[config.mk]
export PLATFORM = sky130hd
export DESIGN_NAME = spi_controller
export DESIGN_NICKNAME = d
export VERILOG_FILES = /design/src/rtl/spi_pkg.sv /design/src/rtl/spi_clk_div.sv /design/src/rtl/spi_controller.sv
export SDC_FILE = /design/constraint.sdc
export NUM_CORES = 1
export LEC_CHECK = 0
export CORE_ASPECT_RATIO = 1.25
export CORE_UTILIZATION = 54
export DETAILED_ROUTE_END_ITERATION = 8
export GPL_TIMING_DRIVEN = 0
export PLACE_DENSITY_LB_ADDON = 0.25
export SKIP_CTS_REPAIR_TIMING = 1
export SLEW_MARGIN = 5
export SYNTH_ARGS = -nofsm -noshare
export SYNTH_HDL_FRONTEND = slang
export SYNTH_HIERARCHICAL = 1
export SYNTH_SLANG_ARGS = --single-unit
[constraint.sdc]
create_clock -name clk -period 1.8 [get_ports clk]
set_input_delay 0.54 -clock clk [delete_from_list [all_inputs] [get_ports clk]]
set_output_delay 0.54 -clock clk [all_outputs]
set_load 0.01 [all_outputs]
[src/rtl/spi_pkg.sv]
// Shared widths, FSM state encoding and frame payload for the SPI mode-0 write initiator.
package spi_pkg;

  localparam int unsigned FRAME_W   = 16;
  localparam int unsigned ADDR_W    = 7;
  localparam int unsigned DATA_W    = 8;
  localparam int unsigned WR_BIT    = 15;
  localparam int unsigned BIT_CNT_W = 4;

  typedef enum logic [2:0] {
    IDLE,
    SETUP,
    SHIFT,
    HOLD,
    GAP
  } state_t;

  typedef struct packed {
    logic              wr;
    logic [ADDR_W-1:0] addr;
    logic [DATA_W-1:0] data;
  } frame_t;

  // Every request on this link is a write, so the R/W flag is always set.
  function automatic frame_t make_frame(input logic [ADDR_W-1:0] addr,
                                        input logic [DATA_W-1:0] data);
    frame_t f;
    f.wr   = 1'b1;
    f.addr = addr;
    f.data = data;
    return f;
  endfunction

endpackage

[src/rtl/spi_clk_div.sv]
// Divider that ticks once every CLK_DIV clk cycles; clear restarts the count so the
// first tick lands exactly CLK_DIV cycles after a frame is accepted.
module spi_clk_div #(
  parameter int unsigned CLK_DIV = 4
) (
  input  logic clk,
  input  logic rst,
  input  logic clear,
  output logic tick
);

  localparam int unsigned CNT_W = (CLK_DIV > 1) ? $clog2(CLK_DIV) : 1;
  localparam logic [CNT_W-1:0] TERM = CNT_W'(CLK_DIV - 1);

  logic [CNT_W-1:0] r_cnt;
  logic             w_term;

  assign w_term = (r_cnt == TERM);

  always_ff @(posedge clk) begin
    if (rst || clear) begin
      r_cnt <= '0;
    end else if (w_term) begin
      r_cnt <= '0;
    end else begin
      r_cnt <= r_cnt + CNT_W'(1);
    end
  end

  assign tick = w_term;

endmodule

[src/rtl/spi_controller.sv]
// SPI mode-0 write initiator: one 16-bit {W, addr, data} frame per request, MSB first.
// Define SPI_CTRL_READBACK_EN to add CIPO capture of the last 8 bits into rx_data.
module spi_controller
  import spi_pkg::*;
#(
  parameter int unsigned CLK_DIV    = 4,
  parameter int unsigned GAP_CYCLES = 8
) (
  input  logic              clk,
  input  logic              rst,
  input  logic              req_valid,
  output logic              req_ready,
  input  logic [ADDR_W-1:0] req_addr,
  input  logic [DATA_W-1:0] req_data,
  output logic              nCS,
  output logic              SCLK,
  output logic              COPI,
  output logic              busy,
`ifdef SPI_CTRL_READBACK_EN
  input  logic              CIPO,
  output logic [DATA_W-1:0] rx_data,
`endif
  output logic              done
);

  localparam int unsigned GAP_W = (GAP_CYCLES > 1) ? $clog2(GAP_CYCLES) : 1;
  localparam logic [GAP_W-1:0] GAP_LAST = GAP_W'(GAP_CYCLES - 1);

  state_t               r_state;
  state_t               w_state_nxt;
  logic [FRAME_W-1:0]   r_shreg;
  logic [FRAME_W-1:0]   w_shreg_nxt;
  logic [BIT_CNT_W-1:0] r_bit_cnt;
  logic [BIT_CNT_W-1:0] w_bit_cnt_nxt;
  logic                 r_high;
  logic                 w_high_nxt;
  logic [GAP_W-1:0]     r_gap_cnt;
  logic [GAP_W-1:0]     w_gap_cnt_nxt;

  logic r_ncs,   w_ncs_nxt;
  logic r_sclk,  w_sclk_nxt;
  logic r_copi,  w_copi_nxt;
  logic r_ready, w_ready_nxt;
  logic r_busy,  w_busy_nxt;
  logic r_done,  w_done_nxt;

  frame_t             w_frame;
  logic [FRAME_W-1:0] w_frame_bits;
  logic               w_accept;
  logic               w_tick;

  assign w_frame      = make_frame(req_addr, req_data);
  assign w_frame_bits = w_frame;
  assign w_accept     = (r_state == IDLE) && req_valid && r_ready;

  spi_clk_div #(
    .CLK_DIV(CLK_DIV)
  ) u_clk_div (
    .clk  (clk),
    .rst  (rst),
    .clear(w_accept),
    .tick (w_tick)
  );

  // Next-state and next-output logic; every registered output is computed here.
  always_comb begin
    w_state_nxt   = r_state;
    w_shreg_nxt   = r_shreg;
    w_bit_cnt_nxt = r_bit_cnt;
    w_high_nxt    = r_high;
    w_gap_cnt_nxt = r_gap_cnt;
    w_ncs_nxt     = r_ncs;
    w_sclk_nxt    = r_sclk;
    w_copi_nxt    = r_copi;
    w_ready_nxt   = r_ready;
    w_busy_nxt    = r_busy;
    w_done_nxt    = 1'b0;

    unique case (r_state)
      IDLE: begin
        if (w_accept) begin
          w_state_nxt   = SETUP;
          w_shreg_nxt   = w_frame_bits;
          w_bit_cnt_nxt = BIT_CNT_W'(FRAME_W - 1);
          w_high_nxt    = 1'b0;
          w_ncs_nxt     = 1'b0;
          w_sclk_nxt    = 1'b0;
          w_copi_nxt    = w_frame_bits[WR_BIT];
          w_ready_nxt   = 1'b0;
          w_busy_nxt    = 1'b1;
        end
      end

      SETUP: begin
        if (w_tick) begin
          w_state_nxt = SHIFT;
        end
      end

      // COPI only moves on the falling edge, so it is stable across every rise.
      SHIFT: begin
        if (w_tick) begin
          if (!r_high) begin
            w_sclk_nxt = 1'b1;
            w_high_nxt = 1'b1;
          end else begin
            w_sclk_nxt = 1'b0;
            w_high_nxt = 1'b0;
            if (r_bit_cnt == '0) begin
              w_state_nxt = HOLD;
            end else begin
              w_bit_cnt_nxt = r_bit_cnt - BIT_CNT_W'(1);
              w_shreg_nxt   = {r_shreg[FRAME_W-2:0], 1'b0};
              w_copi_nxt    = r_shreg[FRAME_W-2];
            end
          end
        end
      end

      HOLD: begin
        if (w_tick) begin
          w_state_nxt   = GAP;
          w_ncs_nxt     = 1'b1;
          w_copi_nxt    = 1'b0;
          w_done_nxt    = 1'b1;
          w_gap_cnt_nxt = '0;
        end
      end

      GAP: begin
        if (r_gap_cnt == GAP_LAST) begin
          w_state_nxt = IDLE;
          w_ready_nxt = 1'b1;
          w_busy_nxt  = 1'b0;
        end else begin
          w_gap_cnt_nxt = r_gap_cnt + GAP_W'(1);
        end
      end

      default: begin
        w_state_nxt = IDLE;
      end
    endcase
  end

  always_ff @(posedge clk) begin
    if (rst) begin
      r_state   <= IDLE;
      r_shreg   <= '0;
      r_bit_cnt <= '0;
      r_high    <= 1'b0;
      r_gap_cnt <= '0;
      r_ncs     <= 1'b1;
      r_sclk    <= 1'b0;
      r_copi    <= 1'b0;
      r_ready   <= 1'b1;
      r_busy    <= 1'b0;
      r_done    <= 1'b0;
    end else begin
      r_state   <= w_state_nxt;
      r_shreg   <= w_shreg_nxt;
      r_bit_cnt <= w_bit_cnt_nxt;
      r_high    <= w_high_nxt;
      r_gap_cnt <= w_gap_cnt_nxt;
      r_ncs     <= w_ncs_nxt;
      r_sclk    <= w_sclk_nxt;
      r_copi    <= w_copi_nxt;
      r_ready   <= w_ready_nxt;
      r_busy    <= w_busy_nxt;
      r_done    <= w_done_nxt;
    end
  end

`ifdef SPI_CTRL_READBACK_EN
  logic [DATA_W-1:0] r_rx_sh;
  logic [DATA_W-1:0] w_rx_sh_nxt;
  logic [DATA_W-1:0] r_rx_data;
  logic [DATA_W-1:0] w_rx_data_nxt;
  logic              w_rise;

  assign w_rise = (r_state == SHIFT) && w_tick && !r_high;

  // Capture only the data byte (bits 7..0) on the edges that raise SCLK.
  always_comb begin
    w_rx_sh_nxt   = r_rx_sh;
    w_rx_data_nxt = r_rx_data;
    if (w_accept) begin
      w_rx_sh_nxt = '0;
    end else if (w_rise && (r_bit_cnt < BIT_CNT_W'(DATA_W))) begin
      w_rx_sh_nxt = {r_rx_sh[DATA_W-2:0], CIPO};
    end
    if (w_done_nxt) begin
      w_rx_data_nxt = r_rx_sh;
    end
  end

  always_ff @(posedge clk) begin
    if (rst) begin
      r_rx_sh   <= '0;
      r_rx_data <= '0;
    end else begin
      r_rx_sh   <= w_rx_sh_nxt;
      r_rx_data <= w_rx_data_nxt;
    end
  end

  assign rx_data = r_rx_data;
`endif

  assign req_ready = r_ready;
  assign nCS       = r_ncs;
  assign SCLK      = r_sclk;
  assign COPI      = r_copi;
  assign busy      = r_busy;
  assign done      = r_done;

endmodule

**Word-level counts from Yosys, hierarchy flattened**

Cells that the tools add are included.

- Add/sub/neg operators: 3
- Eq/ne operators: 15
- Mux-type cells: 38
- Bitwise logic cells: 1
- Reduce and logical (&&, ||, !) cells: 19

Operator list:

| cell | number |
|---|---|
| $mux 15 | 4 |
| $pmux 15 s2 | 1 |
| $mux 3 | 9 |
| $mux 4 | 4 |
| $pmux 3 s5 | 1 |
| $mux 1 | 12 |
| $reduce_and 3->1 | 4 |
| $ne 2x2->1 const B | 5 |
| $ne 2x1->1 const B | 4 |
| $pmux 1 s2 | 4 |
| $pmux 4 s2 | 1 |
| $reduce_bool 2->1 | 4 |
| $reduce_and 7->1 | 1 |
| $eq 3x2->1 const B | 2 |
| $eq 3x3->1 const B | 2 |
| $pmux 3 s2 | 1 |
| $reduce_and 6->1 | 1 |
| $reduce_and 5->1 | 1 |
| $logic_not 4->1 | 1 |
| $reduce_or 2->1 | 2 |
| $sub 4x1->4 const B | 1 |
| $add 3x1->3 const B | 1 |
| $eq 3x1->1 const B | 1 |
| $logic_not 3->1 | 1 |
| other kinds (7) | 8 |

- Flip-flop bits (word level): 33
- Output and inout bits: 6
- Logic and storage cells: 87

**Logic depth before layout (Yosys ltp)**

Gate-level depths: netlist of run 1.

- Depth after elaboration: 5
- Mapped depth: 7
- Depth with buffers taken out: 6

**Hierarchy**

Netlist of run 1, hierarchy kept.

Modules (own cells, without submodules):

| module | instances | cells an instance | area an instance (sq um) | sequential area each (sq um) |
|---|---|---|---|---|
| spi_controller | 1 | 188 | 1646.6 | 620.6 |
| spi_clk_div | 1 | 5 | 80.1 | 40.0 |

**Least setup slack after synthesis of run 1**

OpenSTA, ideal clock, no wires.

- Kind: reg2reg
- Start point: register r_bit_cnt[0]
- End point: register r_shreg[12]
- Data arrival time: 1.533 ns
- Required time: 1.712 ns
- Setup slack: 0.179 ns
- Stages on the path, launching flop included: 8
- Path buffers: 1
- Period minus slack after synthesis: 1.621 ns
- Cell sequence: dfxtp_1 > inv_1 > ha_1 > nor3b_1 > o21ai_2 > buf_2 > a21oi_1 > a311oi_2

- Word-level cells in the longest chain between the ends: 3

RTL lines:

| what | RTL line | source |
|---|---|---|
| start, declared | spi_controller.sv:33 | `logic [BIT_CNT_W-1:0] r_bit_cnt;` |
| start signal, assigned | spi_controller.sv:162 | `r_bit_cnt <= w_bit_cnt_nxt;` |
| $logic_not 4->1 | spi_controller.sv:109 | `if (r_bit_cnt == '0) begin` |
| $ne 2x2->1 (no source line) | n/a |  |
| $reduce_and 5->1 (no source line) | n/a |  |
| end signal, assigned | spi_controller.sv:161 | `r_shreg <= w_shreg_nxt;` |
| end, declared | spi_controller.sv:31 | `logic [FRAME_W-1:0] r_shreg;` |

Every way passes these cells.
A chain may end at the register's enable or synchronous reset.

**Worst setup path after layout of run 1**

- Start point: register r_state[1]
- End point: register r_shreg[9]

- Word-level cells in the longest chain between the ends: 5

RTL lines:

| what | RTL line | source |
|---|---|---|
| start, declared | spi_controller.sv:29 | `state_t r_state;` |
| start signal, assigned | spi_controller.sv:160 | `r_state <= w_state_nxt;` |
| $logic_not 3->1 | spi_controller.sv:54, spi_controller.sv:79 |  |
| $logic_and 1x1->1 (2 in a row) | spi_controller.sv:54 | `assign w_accept = (r_state == IDLE) && req_valid && r_ready;` |
| $ne 2x1->1 (no source line) | n/a |  |
| $reduce_and 5->1 (no source line) | n/a |  |

Parallel ways exist; a longest one is shown, timed or not.

==> run_results.csv, run 1 <==
group,metric,value,unit
placement,port_buffers,23,
logic_synthesis,synth-compound-area-share,29.13,%
sta,tightest_slew,0.6788,ns
sta,slew_headroom,54.75,%
logic_synthesis,synth_top_area_share,38.26,%
worst_setup_path,critical_path_depth,6,
logic_synthesis,synthXorXnorAreaFrac,0.5072,%
drt,wl_met3,179,µm
worst_setup_path,cp-endpoint,"r_shreg[9]",
global_routing,grt_pass1_vias,1552,
drt,highest_layer,"met4",
finish,syn_to_final_growth,30.00,%
power,power_leakage,0.0008560,µW
sta,fin_crit_sh,98.47,%
logic_synthesis,synth_mux_area_share,0.5797,%
floorplanning,core,3000,µm²
logic_synthesis,synth_cells,193,
logic_synthesis,synth-simple-area-share,23.33,%
status,status,"finished clean",
global_routing,grt.total_usage,26.91,%
worst_setup_path,cp_num_buf_inv,2,
sta,rsz0062_at_grt,"true",
worst_setup_path,worstPathRequired,1.99,ns
worst_setup_path,reg2reg_depth,6,
worst_setup_path,crit_top_cell,"buf_4",
worst_setup_path,slowest_delay,0.40,ns
placement,hpwl,2.993,mm
drt,vias,1659,
global_routing,grt_antenna_before_repair,0,
drt,wl_per_cell,17.13,µm
floorplanning,initial_core_util,57.55,%
logic_synthesis,synth_cell_types,46,
logic_synthesis,yosysSeqAreaShare,38.26,%
finish,layout-drive-gt1-share,22.51,%
clock_tree,path_clk_slew,0.11,ns
logic_synthesis,synth_fa_ha_area_share,2.899,%
min_path,hold_path.class,"reg2reg",
logic_synthesis,yosysTopAreaCell,"dfxtp_1",
power,peakVddDrop,1.339,mV
worst_setup_path,critPathSlowestCell,"dfxtp_1",
drt,ant_nets,0,
sta,fmax,564.2,MHz
clock_tree,cts_tree,"built",
finish,fillers,208,
worst_setup_path,critPathLaunchType,"flop",
clock_tree,clkLatencyLatePin,0.33,ns
sta,period_minus_slack,1.772,ns
power,pwr_density_cell,1392,nW/µm²
sta,setup_tns,0,ns
drt,vias_per_cell,6.213,
floorplanning,die_h,65.22,µm
global_routing,grt_pass1_wl,6.913,mm
worst_setup_path,crit_arrival,1.96,ns
logic_synthesis,yosys_warnings,6,
worst_setup_path,worstSetupPathType,"reg2reg",
floorplanning,io_pins,24,
logic_synthesis,syn_area_per_cell,8.946,µm²
global_routing,grt-ovfl-total,0,
floorplanning,chipWidth,52.58,µm
finish,layout.nets,252,
logic_synthesis,synth_top_family_by_area,"compound AO/OA/AOI/OAI gates",
clock_tree,cts_made_buffers,5,
logic_synthesis,synth_area,1727,µm²
logic_synthesis,synthesis.nets,215,
floorplanning,die_area,3429,µm²
clock_tree,cts_max_level,2,
sta,finClkSkew,0.006621,ns
floorplanning,row_count,22,
worst_setup_path,crit_family,"compound AO/OA/AOI/OAI gates",
drt,wl_met1,1.897,mm
worst_setup_path,timing.rr.end,"r_shreg[9]",
finish,antenna_cells,0,
worst_setup_path,path_cells,"buf_4 > nor3b_4 > o21ai_2 > buf_4 > a21oi_1 > a311oi_2",
drt,wl_met2,2.404,mm
worst_setup_path,r2r_slack,0.03,ns
logic_synthesis,ys_seq_elements,33,
finish,post-route-cell-area,2245,µm²
drt,post-route-drc-count,0,
placement,dpl_cell_area,2002,µm²
worst_setup_path,cp-startpoint,"r_state[1]",
clock_tree,numClockSinks,33,
worst_setup_path,end_kind,"flop",
worst_setup_path,worstReg2RegStart,"r_state[1]",
logic_synthesis,synthTopCellsByArea,"dfxtp_1 (38%), a311oi_2 (8.7%), nand2_1 (7.0%), a21oi_1 (6.4%), nor2_1 (3.7%)",
sta,hold_viol,0,
global_routing,grt_max_degree,12,
placement,gp_congestion,0.7949,
drt,dr.pass1.iters,4,
worst_setup_path,path_max_fanout,10,
run,drv_cap,0,
min_path,holdPathStages,2,
sta,setup_viol,0,
clock_tree,cts-root-buf,"clkbuf_4",
sta,drv_slew,0,
drt,drt-total-wl,4.573,mm
drt,dr.first_iter.drc_count,51,
clock_tree,clk_path_buf_depth,2,
==> cells in the final DEF, fill, tap and decap left out, drive strengths merged, types with 3 or more instances in the layout <==
master         instances
dlymetal6s2s           4
nor4b                  3
dfxtp                 33
ha                     4
nand2                 32
nor2b                  3
inv                    6
a211oi                 3
clkbuf                 9
a311oi                16
a21oi                 23
buf                   15
nor2                  18
clkdlybuf4s50         19
o21ai                  5
a31oi                  4
==> metal layers <==
layer	vias to the layer above	global-route usage (%)
met1	811	31.32
met4	0	11.18
li1	788	-
met3	11	4.167
met5	-	0
met2	49	47.47
==> per-stage QoR <==
stage          instances  setup slack (ns)  util (%)  hold slack, ns  power (µW)
6_report             267           0.02754     74.81          0.4670        3124
5_1_grt              267          -0.02502     74.81          0.4940        3287
4_1_cts              260           -0.1861     70.14          0.4497        2923
3_5_place_dp         252           -0.4875     66.72          0.4345        2233
3_3_place_gp         252           -0.4357     66.72          0.4167        2177
2_1_floorplan        193            0.1793         -          0.4092        1931
==> where the power goes <==
group | switching [µW] | internal [µW]
clock | 258 | 430
sequential | 148 | 895
combinational | 760 | 633
total | 1170 | 1960
==> cells by family (layout without fill, tap and decap cells) <==
| family | after synthesis | count (layout) |
|---|---|---|
| compound gates | 62 | 62 |
| fa+ha+maj | 4 | 4 |
| flops | 33 | 33 |
| xor+xnor | 1 | 1 |
| buf+inv | 18 | 56 |
| simple gates | 74 | 74 |
| mux | 1 | 1 |
==> state kept, by name (all words and copies together), names as in the netlist <==
name and count:
req_ready 1, r_gap_cnt 3, u_clk_div/r_cnt 2, busy 1
done 1, r_state 3, COPI 1, r_bit_cnt 4
SCLK 1, r_shreg 15, nCS 1
==> layout make-up <==
cell class	count	area (µm²)	area share, %
Clock buffer	5	37.54	1.672
Multi-Input combinational cell	142	1031	45.93
Inverter	6	22.52	1.003
Buffer	12	72.57	3.233
Clock inverter	3	65.06	2.899
Sequential cell	33	665.6	29.65
Tap cell	36	45.04	2.007
Timing Repair Buffer	30	305.3	13.60
==> synthesized netlist by cell type (all sizes together) <==
cell type and count:
clkbuf 4, nor2 18, nor4 1, nor3b 2, nand3 2, nand2b 1
a311oi 16, or2 1, a211o 1, or3 1, o311ai 1, o21ai 5
nor3 1, a31oi 4, o21bai 2, nor2b 3, dfxtp 33, o21a 1
a21o 1, and4b 1, nand3b 1, and2 1, mux2i 1, and3 1
nand2 32, o31ai 2, nand4 2, a221oi 1, inv 6, a211oi 3
a22oi 2, a21oi 23, buf 8, xor2 1, ha 4, nand4bb 1
or3b 2, nor4b 3
==> worst register-to-register path, delay by kind of cell (launching register included) <==
family          cells  cell delay [ns]
compound gates      3             0.49
buf+inv             2             0.40
flops               1             0.40
simple gates        1             0.34
==> worst min path at each step <==
stage / start / end / slack, ns
after floorplan: u_clk_div/r_cnt[0] / u_clk_div/r_cnt[0] / 0.41
after global placement: u_clk_div/r_cnt[0] / u_clk_div/r_cnt[0] / 0.42
after detailed placement: u_clk_div/r_cnt[0] / u_clk_div/r_cnt[0] / 0.43
after CTS: u_clk_div/r_cnt[0] / u_clk_div/r_cnt[0] / 0.45
after global routing: r_bit_cnt[0] / r_bit_cnt[0] / 0.49
final: nCS / nCS / 0.47
No activity file was read; power rests on OpenSTA's default activity.
==> inputs of run 2 (changes only) <==
CORE_UTILIZATION = 55   (was 54)
DONT_BUFFER_PORTS = 1   (was default)
TNS_END_PERCENT = 1   (was default)
==> run_results.csv, run 2 (same netlist as run 1, synthesis figures left out) <==
group,metric,value,unit
finish,layout.nets,226,
global_routing,grt_antenna_before_repair,0,
worst_setup_path,path_max_fanout,10,
sta,fin_crit_sh,97.33,%
floorplanning,chipWidth,52.12,µm
worst_setup_path,worstSetupPathType,"reg2reg",
worst_setup_path,worstReg2RegStart,"r_bit_cnt[0]",
sta,fmax,570.8,MHz
finish,syn_to_final_growth,10.14,%
floorplanning,io_pins,24,
drt,vias,1489,
sta,finClkSkew,0.009357,ns
global_routing,grt_max_degree,12,
finish,multi_input_area,1010,µm²
global_routing,grt_pass1_wl,6.292,mm
finish,top_regs,"r_shreg (15), r_bit_cnt (4)",
placement,port_buffers,0,
drt,wl_per_cell,16.51,µm
finish,largest_reg_flops,15,
drt,ant_nets,0,
clock_tree,cts_made_buffers,5,
placement,place_worst_setup_slack,-0.1320,ns
sta,holdWs,0.2496,ns
sta,tightest_slew,0.7019,ns
floorplanning,die_h,64.65,µm
drt,drt-total-wl,3.979,mm
finish,fillers,261,
clock_tree,cts-root-buf,"clkbuf_4",
floorplanning,core,2973,µm²
floorplanning,row_count,22,
finish,top_register,"r_shreg",
worst_setup_path,cp-startpoint,"r_bit_cnt[0]",
power,peakVddDrop,0.8921,mV
min_path,hold_path.class,"in2reg",
sta,setup_viol,0,
worst_setup_path,worstPathRequired,2.06,ns
worst_setup_path,end_kind,"flop",
worst_setup_path,critPathLaunchType,"flop",
drt,vias_per_cell,6.178,
drt,post-route-drc-count,0,
clock_tree,clkLatencyLatePin,0.35,ns
placement,gp_congestion,0.8178,
finish,final_common_cell,"nand2_1",
sta,worst_slack,0.04814,ns
sta,drv_slew,0,
min_path,worstHoldEndpoint,"u_clk_div/r_cnt[1]",
floorplanning,die_area,3369,µm²
global_routing,grt.total_usage,25.10,%
finish,register_area,664.4,µm²
min_path,worstHoldStart,"rst",
worst_setup_path,r2r_slack,0.05,ns
drt,dr.pass1.iters,4,
floorplanning,initial_core_util,58.08,%
sta,rsz0062_at_grt,"true",
global_routing,grt-ovfl-total,0,
power,power_leakage,0.0006796,µW
drt,dr.first_iter.drc_count,34,
placement,hpwl,2.804,mm
clock_tree,cts_max_level,2,
worst_setup_path,crit_arrival,2.01,ns
finish,antenna_cells,0,
worst_setup_path,reg2reg_depth,7,
clock_tree,numClockSinks,33,
global_routing,grt_pass1_vias,1420,
power,pwr_density_cell,1397,nW/µm²
finish,final_cells,241,
finish,fin_util,63.97,%
sta,setup_tns,0,ns
min_path,holdPathStages,1,
sta,period_minus_slack,1.752,ns
placement,dp_cells,229,
finish,layout-drive-gt1-share,22.44,%
clock_tree,path_clk_slew,0.11,ns
clock_tree,clk_path_buf_depth,2,
worst_setup_path,timing.rr.end,"r_shreg[3]",
status,status,"finished clean",
run,drv_cap,0,
finish,final_cell_mix,"nand2_1 (32), dfxtp_1 (30), a21oi_1 (22), nor2_1 (17), a311oi_2 (10)",
sta,slew_headroom,53.21,%
clock_tree,cts_tree,"built",
sta,hold_viol,0,
run 2: worst max path at each step:
stage	endpoint	slack, ns	cells past startpoint
2_1_floorplan	r_shreg[12]	0.18	7
3_3_place_gp	r_shreg[2]	-0.08	6
3_5_place_dp	r_shreg[3]	-0.13	6
4_1_cts	r_shreg[3]	-0.16	6
5_1_grt	r_shreg[3]	-0.08	5
6_report	r_shreg[3]	0.05	7
run 2: area by class of cell:
type                       count  area share [%]
buffer                        12           3.947
clock buffer                   5           1.974
multi-input combinational    142           53.09
clock inverter                 3          0.9211
timing repair buffer           4           1.579
sequential                    33           34.93
inverter                       6           1.184
tap                           36           2.368
run 2: critical path, cell delays in order (launching register included):
cell,delay (ns)
dfxtp_2,0.35
inv_1,0.05
ha_2,0.19
or3b_1,0.42
a21oi_4,0.20
nor2_4,0.07
buf_6,0.16
a311oi_2,0.20
run 2: report_power, final:
group | internal (µW) | leakage (µW) | switching [µW]
clock | 147 | 0.0000310 | 270
sequential | 899 | 0.000272 | 151
combinational | 515 | 0.000377 | 675
run 2: layer usage:
layer  global-route usage (%)  vias up  share of wire, %
met2                    43.27       32                50
met5                        0        -                 0
met4                    11.15        0               2.1
li1                         -      739                 -
met1                    26.73      708                43
met3                    8.685       10               5.0
run 2: per-stage QoR:
stage | area, µm² | power, µW
finish | 1902 | 2656
global route | 1902 | 2835
CTS | 1827 | 2562
detailed placement | 1772 | 2155
global placement | 1772 | 2098
floorplan | 1727 | 1931
==> inputs of run 3 (changes only) <==
CORE_ASPECT_RATIO = 1.75   (was 1.25)
==> run_results.csv, run 3 (same netlist as run 1, synthesis figures left out) <==
group,metric,value,unit
status,status,"finished clean",
floorplanning,row_count,26,
finish,fin_util,66.06,%
clock_tree,cts_tree,"built",
worst_setup_path,path_max_fanout,10,
sta,setup_viol,0,
clock_tree,cts_made_buffers,5,
placement,place_worst_setup_slack,-0.1529,ns
floorplanning,die_h,76.12,µm
finish,antenna_cells,0,
placement,gp_congestion,0.7726,
drt,dr.pass1.iters,4,
clock_tree,clk_path_buf_depth,2,
drt,ant_nets,0,
drt,dr.first_iter.drc_count,39,
placement,dp_cells,235,
global_routing,grt_pass1_vias,1545,
sta,slew_headroom,53.81,%
worst_setup_path,crit_arrival,1.94,ns
clock_tree,numClockSinks,33,
power,power_leakage,0.0006985,µW
clock_tree,path_clk_slew,0.07,ns
drt,post-route-drc-count,0,
global_routing,grt_antenna_before_repair,0,
sta,fin_crit_sh,99.49,%
worst_setup_path,worstPathRequired,1.95,ns
worst_setup_path,reg2reg_depth,7,
drt,vias,1523,
run,drv_cap,0,
drt,drt-total-wl,4.341,mm
clock_tree,clkLatencyLatePin,0.29,ns
sta,hold_viol,0,
sta,fmax,558.4,MHz
global_routing,grt_max_degree,11,
finish,largest_reg_flops,15,
sta,worst_slack,0.009119,ns
worst_setup_path,timing.rr.end,"r_shreg[13]",
sta,tightest_slew,0.6929,ns
finish,top_register,"r_shreg",
finish,layout-drive-gt1-share,21.18,%
power,pwr_density_cell,1534,nW/µm²
clock_tree,cts_max_level,2,
worst_setup_path,worstReg2RegStart,"r_state[1]",
drt,vias_per_cell,6.216,
finish,syn_to_final_growth,13.26,%
global_routing,grt-ovfl-total,0,
sta,holdWs,0.3162,ns
placement,hpwl,3.148,mm
worst_setup_path,r2r_slack,0.009,ns
floorplanning,die_area,3376,µm²
sta,drv_slew,0,
global_routing,grt_pass1_wl,6.851,mm
min_path,worstHoldEndpoint,"done",
worst_setup_path,critPathLaunchType,"flop",
floorplanning,initial_core_util,58.33,%
placement,port_buffers,0,
sta,finClkSkew,0.004494,ns
finish,final_cells,245,
power,peakVddDrop,0.7756,mV
worst_setup_path,worstSetupPathType,"reg2reg",
min_path,holdPathStages,1,
floorplanning,chipWidth,44.36,µm
worst_setup_path,end_kind,"flop",
global_routing,grt.total_usage,26.84,%
finish,layout.nets,224,
floorplanning,core,2960,µm²
sta,rsz0062_at_grt,"true",
sta,period_minus_slack,1.791,ns
min_path,worstHoldStart,"rst",
min_path,hold_path.class,"in2reg",
clock_tree,cts-root-buf,"clkbuf_8",
finish,final_cell_mix,"dfxtp_1 (32), nand2_1 (32), a21oi_1 (22), nor2_1 (17), a311oi_2 (10)",
floorplanning,io_pins,24,
finish,top_regs,"r_shreg (15), r_bit_cnt (4)",
drt,wl_per_cell,17.72,µm
## run 3: cell types whose count changed in the layout (fill, tap and decap cells not counted), moves of 2 or more
cell	previous run	this run
buf_4	7	5
clkbuf_4	5	0
clkbuf_8	0	6
clkinv_2	2	0
dfxtp_1	30	32
dfxtp_2	3	1
## run 3: cell type report
cell class | count | area [µm²]
Timing Repair Buffer | 2 | 15.01
Buffer | 12 | 75.07
Fill cell | 252 | 1005
Multi-Input combinational cell | 142 | 1012
Tap cell | 42 | 52.55
Clock buffer | 7 | 86.33
Inverter | 6 | 22.52
Sequential cell | 33 | 661.9
Clock inverter | 1 | 30.03
## run 3: power by group
group	internal, µW	switching, µW
sequential	897	163
combinational	516	683
clock	452	290
total	1860	1140
## run 3: through the flow
stage / TNS (ns) / area, µm² / total power [µW]
after detailed placement: -1.568 / 1779 / 2170
after global placement: -0.8919 / 1779 / 2099
after floorplan: 0 / 1727 / 1931
final: 0 / 1956 / 3000
after CTS: -1.867 / 1896 / 2898
after global routing: -0.6693 / 1956 / 3158
## run 3: worst max path at each step
stage / start / end / slack, ns / cells after the start
final: r_state[1] / r_shreg[13] / 0.009 / 7
after global routing: u_clk_div/r_cnt[0] / r_shreg[13] / -0.12 / 6
after CTS: r_bit_cnt[0] / r_shreg[13] / -0.20 / 7
after detailed placement: u_clk_div/r_cnt[0] / r_shreg[13] / -0.15 / 6
after global placement: u_clk_div/r_cnt[0] / r_shreg[2] / -0.09 / 6
after floorplan: r_bit_cnt[0] / r_shreg[12] / 0.18 / 7
## run 3: per-layer routing
metal / routed length [µm] / global-route usage, %
met5: 0 / 0
met2: 2508 / 50.59
met1: 1522 / 24.78
met4: 150 / 13.33
met3: 158 / 5.924
## run 3: worst max-delay path: stages (launching register included)
cell,delay (ns)
dfxtp_1,0.42
buf_6,0.18
nor3b_4,0.32
o21ai_2,0.09
buf_4,0.17
buf_4,0.17
a21oi_1,0.22
a311oi_2,0.08
